`src/rtl/fifo_rr_scheduler_if.sv`:
```
// Handshake bundle between fifo_rr_scheduler, its producers, the shared fifo
// and the downstream consumer.
interface fifo_rr_scheduler_if #(
  parameter int N_REQ       = 4,
  parameter int FIFO_WIDTH  = 2,
  parameter int N_ADDR_BITS = 2
);
  logic [N_REQ-1:0]            req_valid;
  logic [N_REQ*FIFO_WIDTH-1:0] req_data;
  logic [N_REQ-1:0]            req_ready;
  logic                        fifo_wr_en;
  logic [FIFO_WIDTH-1:0]       fifo_wr_data;
  logic                        fifo_rd_en;
  logic [FIFO_WIDTH-1:0]       fifo_rd_data;
  logic                        fifo_full;
  logic                        fifo_empty;
  logic                        out_valid;
  logic [FIFO_WIDTH-1:0]       out_data;
  logic                        out_ready;
  logic [N_ADDR_BITS:0]        occupancy;

  modport master (
    input  req_valid, req_data, fifo_rd_data, fifo_full, fifo_empty, out_ready,
    output req_ready, fifo_wr_en, fifo_wr_data, fifo_rd_en, out_valid, out_data, occupancy
  );

  modport slave (
    output req_valid, req_data, fifo_rd_data, fifo_full, fifo_empty, out_ready,
    input  req_ready, fifo_wr_en, fifo_wr_data, fifo_rd_en, out_valid, out_data, occupancy
  );
endinterface

```
`src/rtl/fifo_rr_scheduler.sv`:
```
// Round-robin producer arbitration into one shared fifo, draining into a
// registered ready/valid stage; write and read slots never share a cycle.
module fifo_rr_scheduler #(
  parameter int N_REQ       = 4,
  parameter int FIFO_WIDTH  = 2,
  parameter int N_ADDR_BITS = 2
) (
  input logic                 clk,
  input logic                 reset,
  fifo_rr_scheduler_if.master bus
);
  localparam int PW = (N_REQ > 1) ? $clog2(N_REQ) : 1;
  localparam int OW = N_ADDR_BITS + 1;

  typedef enum logic {OP_READ = 1'b0, OP_WRITE = 1'b1} op_e;

  op_e                              last_op;
  logic [PW-1:0]                    rr_ptr;
  logic [PW-1:0]                    gnt_idx;
  logic [PW-1:0]                    idx;
  logic                             found;
  logic                             wr_pend, rd_pend, do_wr, do_rd;
  logic [N_REQ-1:0][FIFO_WIDTH-1:0] req_data_a;
  logic                             out_valid_q;
  logic [FIFO_WIDTH-1:0]            out_data_q;
  logic [OW-1:0]                    occ_q;

  assign req_data_a = bus.req_data;

  // With both sides pending the slot alternates, so neither side starves.
  always_comb begin
    wr_pend = (|bus.req_valid) && !bus.fifo_full;
    rd_pend = !bus.fifo_empty && (!out_valid_q || bus.out_ready);
    do_wr   = wr_pend && (!rd_pend || (last_op == OP_READ));
    do_rd   = rd_pend && (!wr_pend || (last_op == OP_WRITE));
  end

  // First requester after the last winner, wrapping.
  always_comb begin
    gnt_idx = '0;
    idx     = '0;
    found   = 1'b0;
    for (int k = 1; k <= N_REQ; k++) begin
      idx = PW'((int'(rr_ptr) + k) % N_REQ);
      if (!found && bus.req_valid[idx]) begin
        found   = 1'b1;
        gnt_idx = idx;
      end
    end
  end

  for (genvar i = 0; i < N_REQ; i++) begin : g_lane
    assign bus.req_ready[i] = do_wr && (gnt_idx == PW'(i));
  end

  assign bus.fifo_wr_en   = do_wr;
  assign bus.fifo_wr_data = do_wr ? req_data_a[gnt_idx] : '0;
  assign bus.fifo_rd_en   = do_rd;
  assign bus.out_valid    = out_valid_q;
  assign bus.out_data     = out_data_q;
  assign bus.occupancy    = occ_q;

  always_ff @(posedge clk) begin
    if (reset) begin
      out_valid_q <= 1'b0;
      out_data_q  <= '0;
      occ_q       <= '0;
      rr_ptr      <= PW'(N_REQ - 1);
      last_op     <= OP_READ;
    end else begin
      if (do_wr) begin
        rr_ptr  <= gnt_idx;
        last_op <= OP_WRITE;
        occ_q   <= occ_q + OW'(1);
      end else if (do_rd) begin
        last_op <= OP_READ;
        occ_q   <= occ_q - OW'(1);
      end
      // A read slot refills the stage even while it is being consumed.
      if (do_rd) begin
        out_valid_q <= 1'b1;
        out_data_q  <= bus.fifo_rd_data;
      end else if (out_valid_q && bus.out_ready) begin
        out_valid_q <= 1'b0;
      end
    end
  end
endmodule
```
`src/flat_wrapper.sv`:
```
// flat-port wrapper written by rule: the top's interface ports become plain ports
module fifo_rr_scheduler_flat 
#(
  parameter int N_REQ       = 4,
  parameter int FIFO_WIDTH  = 2,
  parameter int N_ADDR_BITS = 2
)
  (clk, reset, bus_req_valid, bus_req_data, bus_fifo_rd_data, bus_fifo_full, bus_fifo_empty, bus_out_ready, bus_req_ready, bus_fifo_wr_en, bus_fifo_wr_data, bus_fifo_rd_en, bus_out_valid, bus_out_data, bus_occupancy);
  fifo_rr_scheduler_if #(.N_REQ(N_REQ), .FIFO_WIDTH(FIFO_WIDTH), .N_ADDR_BITS(N_ADDR_BITS)) bus_i ();
  input logic clk;
  input logic reset;
  input wire logic [$bits(bus_i.req_valid)-1:0] bus_req_valid;
  input wire logic [$bits(bus_i.req_data)-1:0] bus_req_data;
  input wire logic [$bits(bus_i.fifo_rd_data)-1:0] bus_fifo_rd_data;
  input wire logic [$bits(bus_i.fifo_full)-1:0] bus_fifo_full;
  input wire logic [$bits(bus_i.fifo_empty)-1:0] bus_fifo_empty;
  input wire logic [$bits(bus_i.out_ready)-1:0] bus_out_ready;
  output wire logic [$bits(bus_i.req_ready)-1:0] bus_req_ready;
  output wire logic [$bits(bus_i.fifo_wr_en)-1:0] bus_fifo_wr_en;
  output wire logic [$bits(bus_i.fifo_wr_data)-1:0] bus_fifo_wr_data;
  output wire logic [$bits(bus_i.fifo_rd_en)-1:0] bus_fifo_rd_en;
  output wire logic [$bits(bus_i.out_valid)-1:0] bus_out_valid;
  output wire logic [$bits(bus_i.out_data)-1:0] bus_out_data;
  output wire logic [$bits(bus_i.occupancy)-1:0] bus_occupancy;
  assign bus_i.req_valid = bus_req_valid;
  assign bus_i.req_data = bus_req_data;
  assign bus_i.fifo_rd_data = bus_fifo_rd_data;
  assign bus_i.fifo_full = bus_fifo_full;
  assign bus_i.fifo_empty = bus_fifo_empty;
  assign bus_i.out_ready = bus_out_ready;
  assign bus_req_ready = bus_i.req_ready;
  assign bus_fifo_wr_en = bus_i.fifo_wr_en;
  assign bus_fifo_wr_data = bus_i.fifo_wr_data;
  assign bus_fifo_rd_en = bus_i.fifo_rd_en;
  assign bus_out_valid = bus_i.out_valid;
  assign bus_out_data = bus_i.out_data;
  assign bus_occupancy = bus_i.occupancy;
  fifo_rr_scheduler #(.N_REQ(N_REQ), .FIFO_WIDTH(FIFO_WIDTH), .N_ADDR_BITS(N_ADDR_BITS)) u_core (.clk(clk), .reset(reset), .bus(bus_i));
endmodule
```
`config.mk`:
```
export PLATFORM = sky130hd
export DESIGN_NAME = fifo_rr_scheduler_flat
export DESIGN_NICKNAME = d
export VERILOG_FILES = /design/src/rtl/fifo_rr_scheduler_if.sv /design/src/rtl/fifo_rr_scheduler.sv /design/src/flat_wrapper.sv
export SDC_FILE = /design/constraint.sdc
export NUM_CORES = 1
export LEC_CHECK = 0
export ABC_AREA = 1
export CAP_MARGIN = 30
export CORE_ASPECT_RATIO = 1.75
export CORE_MARGIN = 3
export CORE_UTILIZATION = 30
export CTS_CLUSTER_DIAMETER = 60
export CTS_CLUSTER_SIZE = 14
export DETAILED_ROUTE_END_ITERATION = 7
export PLACE_DENSITY = 0.69
export SETUP_SLACK_MARGIN = 0.15
export SLEW_MARGIN = 20
export SYNTH_ARGS = -nofsm -noshare
export SYNTH_HDL_FRONTEND = slang
export SYNTH_SLANG_ARGS = --single-unit
export TNS_END_PERCENT = 100
```
`constraint.sdc`:
```
create_clock -name clk -period 3.19 [get_ports clk]
set_clock_uncertainty 0.2 [all_clocks]
set_input_delay 0.638 -clock clk [delete_from_list [all_inputs] [get_ports clk]]
set_output_delay 0.638 -clock clk [all_outputs]
set_load 0.005 [all_outputs]
```
== Word level (Yosys, flattened, before mapping) ==
Index checks and enable logic that the tools add are counted.
Widths: inputs -> output; s select.

* Flip-flop bits (word level): 9
* Input bits: 19
* Output and inout bits: 14
* Word-level logic and storage cells: 71

* Equal/unequal tests: 3
* Order comparisons: 5
* Add/sub/neg operators: 6
* Bitwise logic cells: 1
* Multiplexer cells: 24
* Reduce and logical (&&, ||, !) cells: 27

{| class="wikitable"
|+ Operators with widths
! kind !! count
|-
| $lt 2x3->1 const B || 5
|-
| $logic_and 1x1->1 || 12
|-
| $mux 2 || 6
|-
| $mux 1 || 11
|-
| $bmux 1 s2 || 4
|-
| $logic_not 1->1 || 8
|-
| $mux 3 || 2
|-
| $add 2x1->2 const B || 2
|-
| $add 2x2->2 const B || 2
|-
| $bmux 2 s2 || 1
|-
| $eq 2x2->1 const B || 2
|-
| $reduce_bool 2->1 || 2
|-
| $reduce_or 4->1 || 1
|-
| $add 3x1->3 const B || 1
|-
| $logic_or 1x1->1 || 3
|-
| $sub 3x1->3 const B || 1
|-
| $eq 2x1->1 const B || 1
|-
| $logic_not 2->1 || 1
|-
| $not 1->1 || 1
|}

== Logic depth before layout (Yosys ltp) ==
Gate-level depths: netlist (run 1).

* Depth after elaboration: 16
* Mapped depth: 13
* Depth with buffers taken out: 13

== Worst setup path before layout (run 1) ==
No wires, ideal clock.

* Path kind: input to output
* Start point: input bus_req_valid[2]
* End point: output bus_req_ready[0]
* Data required time: 2.352 ns
* Cell stages on the path: 6
* Data arrival time: 1.677 ns
* Slack: 0.675 ns
* Path buffers: 0
* Cell sequence: inv_1 > a31oi_1 > inv_1 > a21oi_1 > inv_1 > nor3_1

{| class="wikitable"
|+ RTL lines
! item !! RTL line !! text
|-
| start: declaration || flat_wrapper.sv:12 || <nowiki>input wire logic [$bits(bus_i.req_valid)-1:0] bus_req_valid;</nowiki>
|-
| $reduce_or 4->1 || fifo_rr_scheduler.sv:32 || <nowiki>wr_pend = (|bus.req_valid) && !bus.fifo_full;</nowiki>
|-
| $logic_and 1x1->1 || fifo_rr_scheduler.sv:32 ||
|-
| $logic_and 1x1->1 || fifo_rr_scheduler.sv:34 || <nowiki>do_wr = wr_pend && (!rd_pend || (last_op == OP_READ));</nowiki>
|-
| net bus_fifo_wr_en || flat_wrapper.sv:19 || <nowiki>output wire logic [$bits(bus_i.fifo_wr_en)-1:0] bus_fifo_wr_en;</nowiki>
|-
| $logic_and 1x1->1 || fifo_rr_scheduler.sv:53 || <nowiki>assign bus.req_ready[i] = do_wr && (gnt_idx == PW'(i));</nowiki>
|-
| end: declaration || flat_wrapper.sv:18 || <nowiki>output wire logic [$bits(bus_i.req_ready)-1:0] bus_req_ready;</nowiki>
|}

The timed path passes the listed nets, and every way through them passes these cells. The select of a mux whose other input is x is not followed.

== Worst setup path in the final report (run 1) ==
* Start point: input bus_fifo_full
* End point: output bus_fifo_wr_en

* Word-level cells in the longest chain between the ends: 3

{| class="wikitable"
|+ RTL lines
! item !! RTL line !! text
|-
| start: declaration || flat_wrapper.sv:15 || <nowiki>input wire logic [$bits(bus_i.fifo_full)-1:0] bus_fifo_full;</nowiki>
|-
| $logic_not 1->1 || fifo_rr_scheduler.sv:32 ||
|-
| $logic_and 1x1->1 || fifo_rr_scheduler.sv:32 ||
|-
| $logic_and 1x1->1 || fifo_rr_scheduler.sv:34 ||
|-
| end: declaration || flat_wrapper.sv:19 ||
|}

No other way between the ends.

==> results.tsv, run 1 <==
metric	value	unit
leakage power	0.0006589	uW
PwrDens	512.2	nW/um2
global-route wire length before repair	4105	um
Synth Cell Area	780.7	um2
TritonCTS buffer count	3	
drt first pass iters	4	
most frequent cells in the layout	nand2_1 (36), clkdlybuf4s50_1 (22), buf_4 (18), nand3_1 (12), nor2_1 (11)	
Core Region	2389	um2
Startpoint Class	primary input	
Antenna Cells	0	
Total GRT Usage	16.24	%
largest net degree at the start of global routing	10	
top area cells in the synthesized netlist	dfxtp_1 (23%), nand2_1 (19%), nand3_1 (9.0%)	
vias	1022	
clk slew on worst S/H paths	0.04	ns
initial antenna violation count	0	
clk buf depth	2	
RSZ-0062 raised after global routing	false	
number of synthesized flops with an enable pin	0	
Hold Path Class	flip-flop to flip-flop	
Synth Instances	124	
status	finished, final reports clean	
row count	23	
Slew Viols, Final	0	
Clk Latency, worst-skew pair	0.24	ns
placed cell count	193	
number of fill cells in the layout	233	
DRT antenna net count	0	
post-layout util	55.42	%
grt total ovfl	0	
#FFs+latches synth	9	
r2r setup slk	1.18	ns
Post-Layout Cell Count	204	
Final nets	200	
Final setup viols	0	
Async SR Flop Fraction	0	%
commonest non-fill, non-tap cell in the layout	nand2_1	
GP Congestion	0.7958	
Avg Vias per Cell	5.010	
Most used DFF post-synth	dfxtp_1	
# Max-Cap Violations	0	
vias in the first global route	1046	
clock sink count	9	
sequential-to-total area share from yosys stat	23.08	%
die width	44.57	um
fmax	331.5	MHz
CP Class	primary input to output pin	
Peak VDD IR	347.0	uV
fin crit period	3.017	ns
DR DRC count	0	
Synthesized Nets	144	
Max FO, Critical Path	4	
CTS tree	done	
I/O pin count	33	
Synth Warn #	0	
library cells used by synthesis	20	
die area	3275	um2
Hold Vio Cnt, Final	0	
Max transition margin	84.91	%
Buffers on Ports	32	
hpwl dp	1952	um
share of post-route cells with drive strength above 1	33.52	%
Area Overhead vs Synth	69.55	%
Detailed Route WL	2562	um
Worst EP required	2.35	ns
worst-margin pin slew	0.2240	ns
Synth top area share	23.08	%
final period utilization	94.57	%
Crit. End Element	output pin	
WP data arrival	2.18	ns
H-tree depth	1	
Initial Util	32.69	%
DR iter-0 viols	18	
setup TNS	0	ns
area leader, netlist	dfxtp_1	
routed length per instance	12.56	um
average footprint of a synthesized cell	6.296	um2
chip height	73.49	um
root buffer cell	clkbuf_8	
[cell type report]
class | instances | area [um2] | share of cell area [%]
Clock buffer | 4 | 45.04 | 3.403
Tap cell | 25 | 31.28 | 2.363
Inverter | 13 | 48.80 | 3.686
Timing Repair Buffer | 52 | 431.7 | 32.61
Multi-Input combinational cell | 101 | 585.6 | 44.23
Sequential cell | 9 | 181.4 | 13.71
[power by group]
group / internal (uW) / switching (uW) / total, uW
registers: 127 / 13.2 / 140
logic: 193 / 210 / 404
clock network: 87.2 / 47.3 / 135
[Yosys cell counts (2+ instances only)]
cell / instances
nand3_1: 14
nand2_2: 8
nand2_4: 3
nor2_1: 11
nand2_1: 39
inv_2: 3
o211ai_1: 2
nand4_1: 2
a21oi_1: 8
inv_1: 10
o21ai_0: 7
dfxtp_1: 9
[metrics by stage]
| stage | setup WS [ns] | power [uW] | area (um2) | hold WS [ns] |
|---|---|---|---|---|
| 6_report | 0.1732 | 678.0 | 1324 | 0.2542 |
| 5_1_grt | 0.1382 | 726.6 | 1324 | 0.2805 |
| 4_1_cts | 0.1314 | 656.1 | 1287 | 0.2534 |
| 3_5_place_dp | -0.4213 | 494.9 | 1219 | 0.2415 |
| 3_3_place_gp | -0.3455 | 487.2 | 1219 | 0.2333 |
| 2_1_floorplan | 0.6749 | 345.0 | 780.7 | 0.2457 |
[worst max-delay path: stages]
cell	delay (ns)
clkdlybuf4s50_1	0.44
a31oi_2	0.20
inv_1	0.10
a21oi_2	0.17
buf_6	0.14
clkdlybuf4s50_1	0.49
[layer usage]
| metal | wire length, um | share of wire (%) | up-vias | GRT usage [%] |
|---|---|---|---|---|
| li1 | - | - | 515 | - |
| met1 | 934 | 36 | 464 | 16.25 |
| met5 | 0 | 0 | - | 0 |
| met3 | 93 | 3.6 | 11 | 1.716 |
| met2 | 1449 | 57 | 32 | 31.04 |
| met4 | 85 | 3.3 | 0 | 8.054 |
[kinds of logic (layout without fill, tap and decap cells)]
group / after synthesis / in the layout / share of synthesized area [%]
and+or+nand+nor: 80 / 80 / 51.28
AOI/OAI and AO/OA: 20 / 20 / 15.39
buffers and inverters: 14 / 69 / 7.693
DFF: 9 / 9 / 23.08
adders and majority gates: 1 / 1 / 2.564
[final timing paths]
kind                                   to                     from  cells after the start
setup reg to reg  u_core.bus.occupancy[2]     u_core.bus.out_valid                      8
hold / removal    u_core.bus.occupancy[2]  u_core.bus.occupancy[2]                      1
setup / recovery           bus_fifo_wr_en            bus_fifo_full                      6
hold reg to reg   u_core.bus.occupancy[2]  u_core.bus.occupancy[2]                      1
[registers in the layout, summed over array words and instances (netlist names)]
register              count
u_core.rr_ptr             2
u_core.last_op            1
u_core.bus.out_valid      1
u_core.bus.occupancy      3
u_core.bus.out_data       2
[timing repair]
item,in CTS,in global routing
endpoints found under the setup margin,8,8
setup buffers,4,3
pin swaps,7,18
hold buffers,0,0
resized for setup,22,25
Note: power is estimated with default switching activity, not from simulation.
==> run 2, diff against run 1 <==
--- a/config.mk
+++ b/config.mk
@@ -7,14 +7,14 @@
 export LEC_CHECK = 0
 export ABC_AREA = 1
 export CAP_MARGIN = 30
-export CORE_ASPECT_RATIO = 1.75
 export CORE_MARGIN = 3
-export CORE_UTILIZATION = 30
+export CORE_UTILIZATION = 45
 export CTS_CLUSTER_DIAMETER = 60
 export CTS_CLUSTER_SIZE = 14
 export DETAILED_ROUTE_END_ITERATION = 7
-export PLACE_DENSITY = 0.69
+export PLACE_DENSITY = 0.93
 export SETUP_SLACK_MARGIN = 0.15
+export SKIP_LAST_GASP = 1
 export SLEW_MARGIN = 20
 export SYNTH_ARGS = -nofsm -noshare
 export SYNTH_HDL_FRONTEND = slang
==> results.tsv, run 2 (same netlist as run 1, synthesis figures left out) <==
metric	value	unit
CP Class	primary input to output pin	
Buffers on Ports	32	
chip height	47.66	um
WP depth	14	
share of post-route cells with drive strength above 1	38.25	%
Hold Crit Endpoint	u_core.bus.occupancy[2]	
Peak VDD IR	369.5	uV
clk buf depth	2	
I/O pin count	33	
number of flip-flops in the largest register	3	
commonest non-fill, non-tap cell in the layout	nand2_1	
Crit. End Element	output pin	
sw power	284.1	uW
Hold Buf Count CTS	0	
largest net degree at the start of global routing	10	
most used cell, CP	nand2_1	
DRT antenna net count	0	
met1 usage	28.73	%
gr busiest metal	met2	
clk slew on worst S/H paths	0.07	ns
Worst EP required	2.35	ns
HP Start	u_core.bus.occupancy[2]	
Int Pwr	374.1	uW
TritonCTS buffer count	3	
r2r setup slk	1.05	ns
met3 usage	4.887	%
routed length per instance	14.80	um
final period utilization	96.96	%
most frequent cells in the layout	nand2_1 (35), buf_4 (22), clkdlybuf4s50_1 (20), nand2_2 (12)	
setup TNS	0	ns
hpwl dp	1763	um
DR DRC count	0	
status	finished, final reports clean	
vias	1124	
# Max-Cap Violations	0	
GRT met2 Usage	53.21	%
Startpoint Class	primary input	
PwrDens	478.2	nW/um2
register share of total power	21.6	%
CP bufs+invs	3	
Total GRT Usage	27.45	%
drt first pass iters	4	
worst-margin pin slew	0.2305	ns
Register-to-Register Path Depth	10	
Final setup viols	0	
Hold Path Cell Cnt	1	
global-route wire length before repair	4498	um
die width	47.66	um
crit path cell chain	clkdlybuf4s15_2 > nand2_1 > nand2_1 > nand2_2 > nand2_4 > o21bai_1 > nand2_1 > nand2_2 > buf_4 > nand3_1 > nand2_1 > nand2_1 > a21oi_2 > clkbuf_2	
Worst path max stage delay	0.21	ns
CTS tree	done	
root buffer cell	clkbuf_4	
R2R Path End	u_core.bus.occupancy[2]	
Slew Viols, Final	0	
initial antenna violation count	0	
H-tree depth	1	
GP Congestion	0.8390	
hold_ws	0.2517	ns
leakage power	0.0006939	uW
clock power share	13.8	%
Antenna Cells	0	
Logic pwr share	64.6	%
die area	2271	um2
clock sink count	9	
Core Region	1577	um2
RSZ-0062 raised after global routing	true	
cell at the slowest stage of the critical path	clkdlybuf4s15_2	
Final nets	204	
vias in the first global route	1114	
Detailed Route WL	2945	um
Hold Path Class	flip-flop to flip-flop	
row count	14	
fin crit period	3.093	ns
Hold Vio Cnt, Final	0	
Top delay family on crit path	simple AND/OR/NAND/NOR gates	
grt total ovfl	0	
Avg Vias per Cell	5.648	
DR iter-0 viols	35	
Area Overhead vs Synth	76.28	%
Crit Reg-Reg Startpoint	u_core.bus.out_valid	
Max FO, Critical Path	4	
switching portion of total power	43.17	%
WP data arrival	2.25	ns
fmax	323.3	MHz
Max transition margin	84.57	%
Initial Util	49.52	%
Clk Latency, worst-skew pair	0.26	ns
## run 2: cell count changes in the layout (fill, tap and decap cells not counted), moves of 2 or more
cell	delta
buf_4	+4
nand2_2	+3
clkdlybuf4s15_2	+4
clkbuf_8	-3
clkdlybuf4s50_1	-2
nand2_4	-2
buf_6	-2
inv_1	-2
buf_12	+2
buf_2	-3
clkbuf_4	+3
## run 2: power groups by stage
stage | registers, uW | logic, uW | clock network (uW)
2_1_floorplan | 140 | 205 | 0
4_1_cts | 141 | 391 | 89.5
6_report | 142 | 425 | 91.1
3_3_place_gp | 142 | 326 | 0
5_1_grt | 144 | 455 | 101
3_5_place_dp | 142 | 336 | 0
## run 2: timing repair
| item | 4_1_cts | 5_1_grt |
|---|---|---|
| setup buffers | 13 | 1 |
| setup endpoints to repair | 8 | 7 |
| cloned | 0 | 0 |
| pin swaps | 15 | 3 |
| resized for setup | 30 | 19 |
## run 2: final cells by class
type,instances,area [um2]
Multi-Input combinational cell,101,588.1
Clock buffer,4,26.28
Fill cell,81,200.2
Sequential cell,9,185.2
Inverter,13,51.30
Tap cell,16,20.02
Timing Repair Buffer,56,505.5
## run 2: through the flow
stage               util, %  instance area, um2  total power (uW)  worst slack, ns  instances
floorplan                 -               780.7             345.0           0.6749        124
global placement      75.16                1185             467.6          -0.3222        181
detailed placement    75.16                1185             478.9          -0.4368        181
CTS                   86.11                1358             621.3           0.1372        198
global route          87.30                1376             699.4          0.04783        199
finish                87.30                1376             658.2          0.09704        199
## run 2: how the worst max path moves through the flow
| stage | from | endpoint | slack (ns) |
|---|---|---|---|
| floorplan | bus_req_valid[2] | bus_req_ready[0] | 0.67 |
| global placement | bus_req_valid[2] | bus_fifo_wr_data[0] | -0.32 |
| detailed placement | bus_req_valid[3] | bus_fifo_wr_data[0] | -0.44 |
| CTS | bus_req_valid[0] | bus_fifo_wr_data[0] | 0.14 |
| global route | bus_req_valid[0] | bus_fifo_wr_data[1] | 0.05 |
| finish | bus_req_valid[0] | bus_fifo_wr_data[1] | 0.1 |
## run 2: per-layer routing
metal / up-vias / wire (um)
li1: 527 / -
met1: 515 / 1135
met2: 74 / 1506
met3: 8 / 246
met4: 0 / 57
met5: - / 0
==> RTL change (config.mk and constraints of run 1) <==
Make the reset (`reset`) asynchronous in one clocked block.
--- a/src/rtl/fifo_rr_scheduler.sv
+++ b/src/rtl/fifo_rr_scheduler.sv
@@ -62,3 +62,3 @@
 
-  always_ff @(posedge clk) begin
+  always_ff @(posedge clk or posedge reset) begin
     if (reset) begin
Function: differs if reset is asserted again (counterexample within 4 cycles, from zero or initial values and one cycle with reset high); with reset held inactive, the same outputs for 4 cycles.
==> RTL change against run 1 <==
Sequential share of layout area rose by 2.2 points; design area rose by 8.4%; synthesized area up 2.2%; final cell count fell by 1.5%; register-to-register slack got worse by 0.07 ns; worst setup slack better by 0.033 ns; non-clock buffer count up 1; sequential cell count stayed put; wire length is 1.2% higher; die area increased by 2.0%; critical path type is now register to primary output.
Power is not compared: it rests on default switching activity, and its combinational part moved more than twofold at a synthesized area within 25%.
==> RTL change: results (changes against run 1) <==
Parameter                              Value

Timing
  Final critical-path setup slack    0.207 ns (+0.0335 ns)
  Slew headroom    0.754 (-0.0953)
  Worst Hold Slack    0.273 ns (+0.0189 ns)

Global route
  Met2 GRT Util    0.273 (-0.0375)
  Global-route wire length before repair    3970 um (-3.4%)
  M3 GR Usage    0.0218 (+0.00463)
  Gr usage total    0.152 (-0.0100)

Placement
  Pre-CTS worst setup slack    -0.396 ns (+0.0255 ns)
  Instance count after placement with tap cells included    188 (-2.6%)
  Detail Placement HPWL    1820 um (-6.8%)

Routing
  Number of design-rule violations left by the first detailed-router iteration    20 (+2)
  Detailed-routed wire length on met2    1450 um (+0.14%)
  Post-DR wirelength/cell    12.9 um (+2.7%)
  Count of vias placed by the detailed router    998 (-2.3%)

Synth
  Nets in the synthesized netlist    139 (-3.5%)
  Async set-or-reset flop fraction in the synthesized netlist    1.00 (+1.00)
  Count of mapped cells out of synthesis    119 (-4.0%)
  Sequential cell area fraction in the yosys report    0.285 (+0.0545)
  Top flip-flop cell by instance count after synthesis    dfrtp_1
  Count of unique library cells instantiated by Yosys    22 (+10%)
  Top cells by area, synth    nand2_1 24%, dfrtp_1 22%, nand3_1 8.8%
  Commonest cells in the netlist    50 x nand2_1, 14 x nand3_1, 9 x inv_1

Critical path
  Worst reg2reg path depth    13 (+5)
  Biggest fanout along the worst timing path    8 (+4)
  Stage delay of the slowest cell on the critical path    0.59 ns (+0.10 ns)
  Reg-to-reg slack, setup    1.11 ns (-0.07 ns)
  Crit path capture    bus_fifo_wr_data[0]
  Start point of the critical path    u_core.rr_ptr[0]$_DFFE_PP1P_
  Crit path max-delay cell type    dfstp_2

Run status
  Outcome    finished, final reports clean

Min path
  Hold-critical path endpoint    u_core.bus.occupancy[2]$_DFFE_PP0P_

Final layout
  Fraction of final layout cells with drive strength greater than 1    0.400 (+0.0648)
## RTL change: cell types whose count changed in the layout (fill, tap and decap cells not counted), sizes merged, moves of 2 or more
| cell | run 1 | this run |
|---|---|---|
| o21ai | 8 | 5 |
| o211ai | 2 | 0 |
| dlygate4sd2 | 1 | 5 |
| dfrtp | 0 | 7 |
| xor2 | 0 | 2 |
| clkdlybuf4s50 | 22 | 20 |
| a21oi | 8 | 2 |
| nor3 | 1 | 3 |
| clkbuf | 10 | 8 |
| nand2 | 50 | 60 |
| inv | 13 | 11 |
| dfxtp | 9 | 0 |
| nor2 | 12 | 4 |
| dfstp | 0 | 2 |
## RTL change: repair_timing
item,CTS,global route
pin swaps,8,19
setup buffers,3,6
endpoints found under the setup margin,8,7
resized for setup,21,42
## RTL change: cell type report
cell class / instances / area share
Multi-Input combinational cell: 97 / 0.426
Timing Repair Buffer: 53 / 0.323
Sequential cell: 9 / 0.159
Inverter: 12 / 0.0384
Clock buffer: 4 / 0.0314
Tap cell: 26 / 0.0227
## RTL change: where the power goes
group          internal [mW]  switching [mW]  total, mW  leakage [nW]
registers              0.168          0.0517      0.220         0.104
logic                  0.484           0.620       1.10         0.606
clock network         0.0872          0.0463      0.134        0.0228
total                  0.740           0.718       1.46         0.732
## RTL change: cells by family after synthesis
logic type | after synthesis | share of synthesized area
xor gates and xnor gates | 2 | 0.0219
AOI/OAI and AO/OA | 9 | 0.0690
buffers and inverters | 13 | 0.0705
and+or+nand+nor | 84 | 0.514
DFF | 9 | 0.285
muxes | 1 | 0.0141
adders and majority gates | 1 | 0.0251
## RTL change: critical path, delay by kind of cell, from the launching register on
family,cells,cell delay (ns)
AND/OR/NAND/NOR,10,0.79
AO/OA/AOI/OAI,2,0.20
flip-flops,1,0.59
buffers and inverters,3,0.33
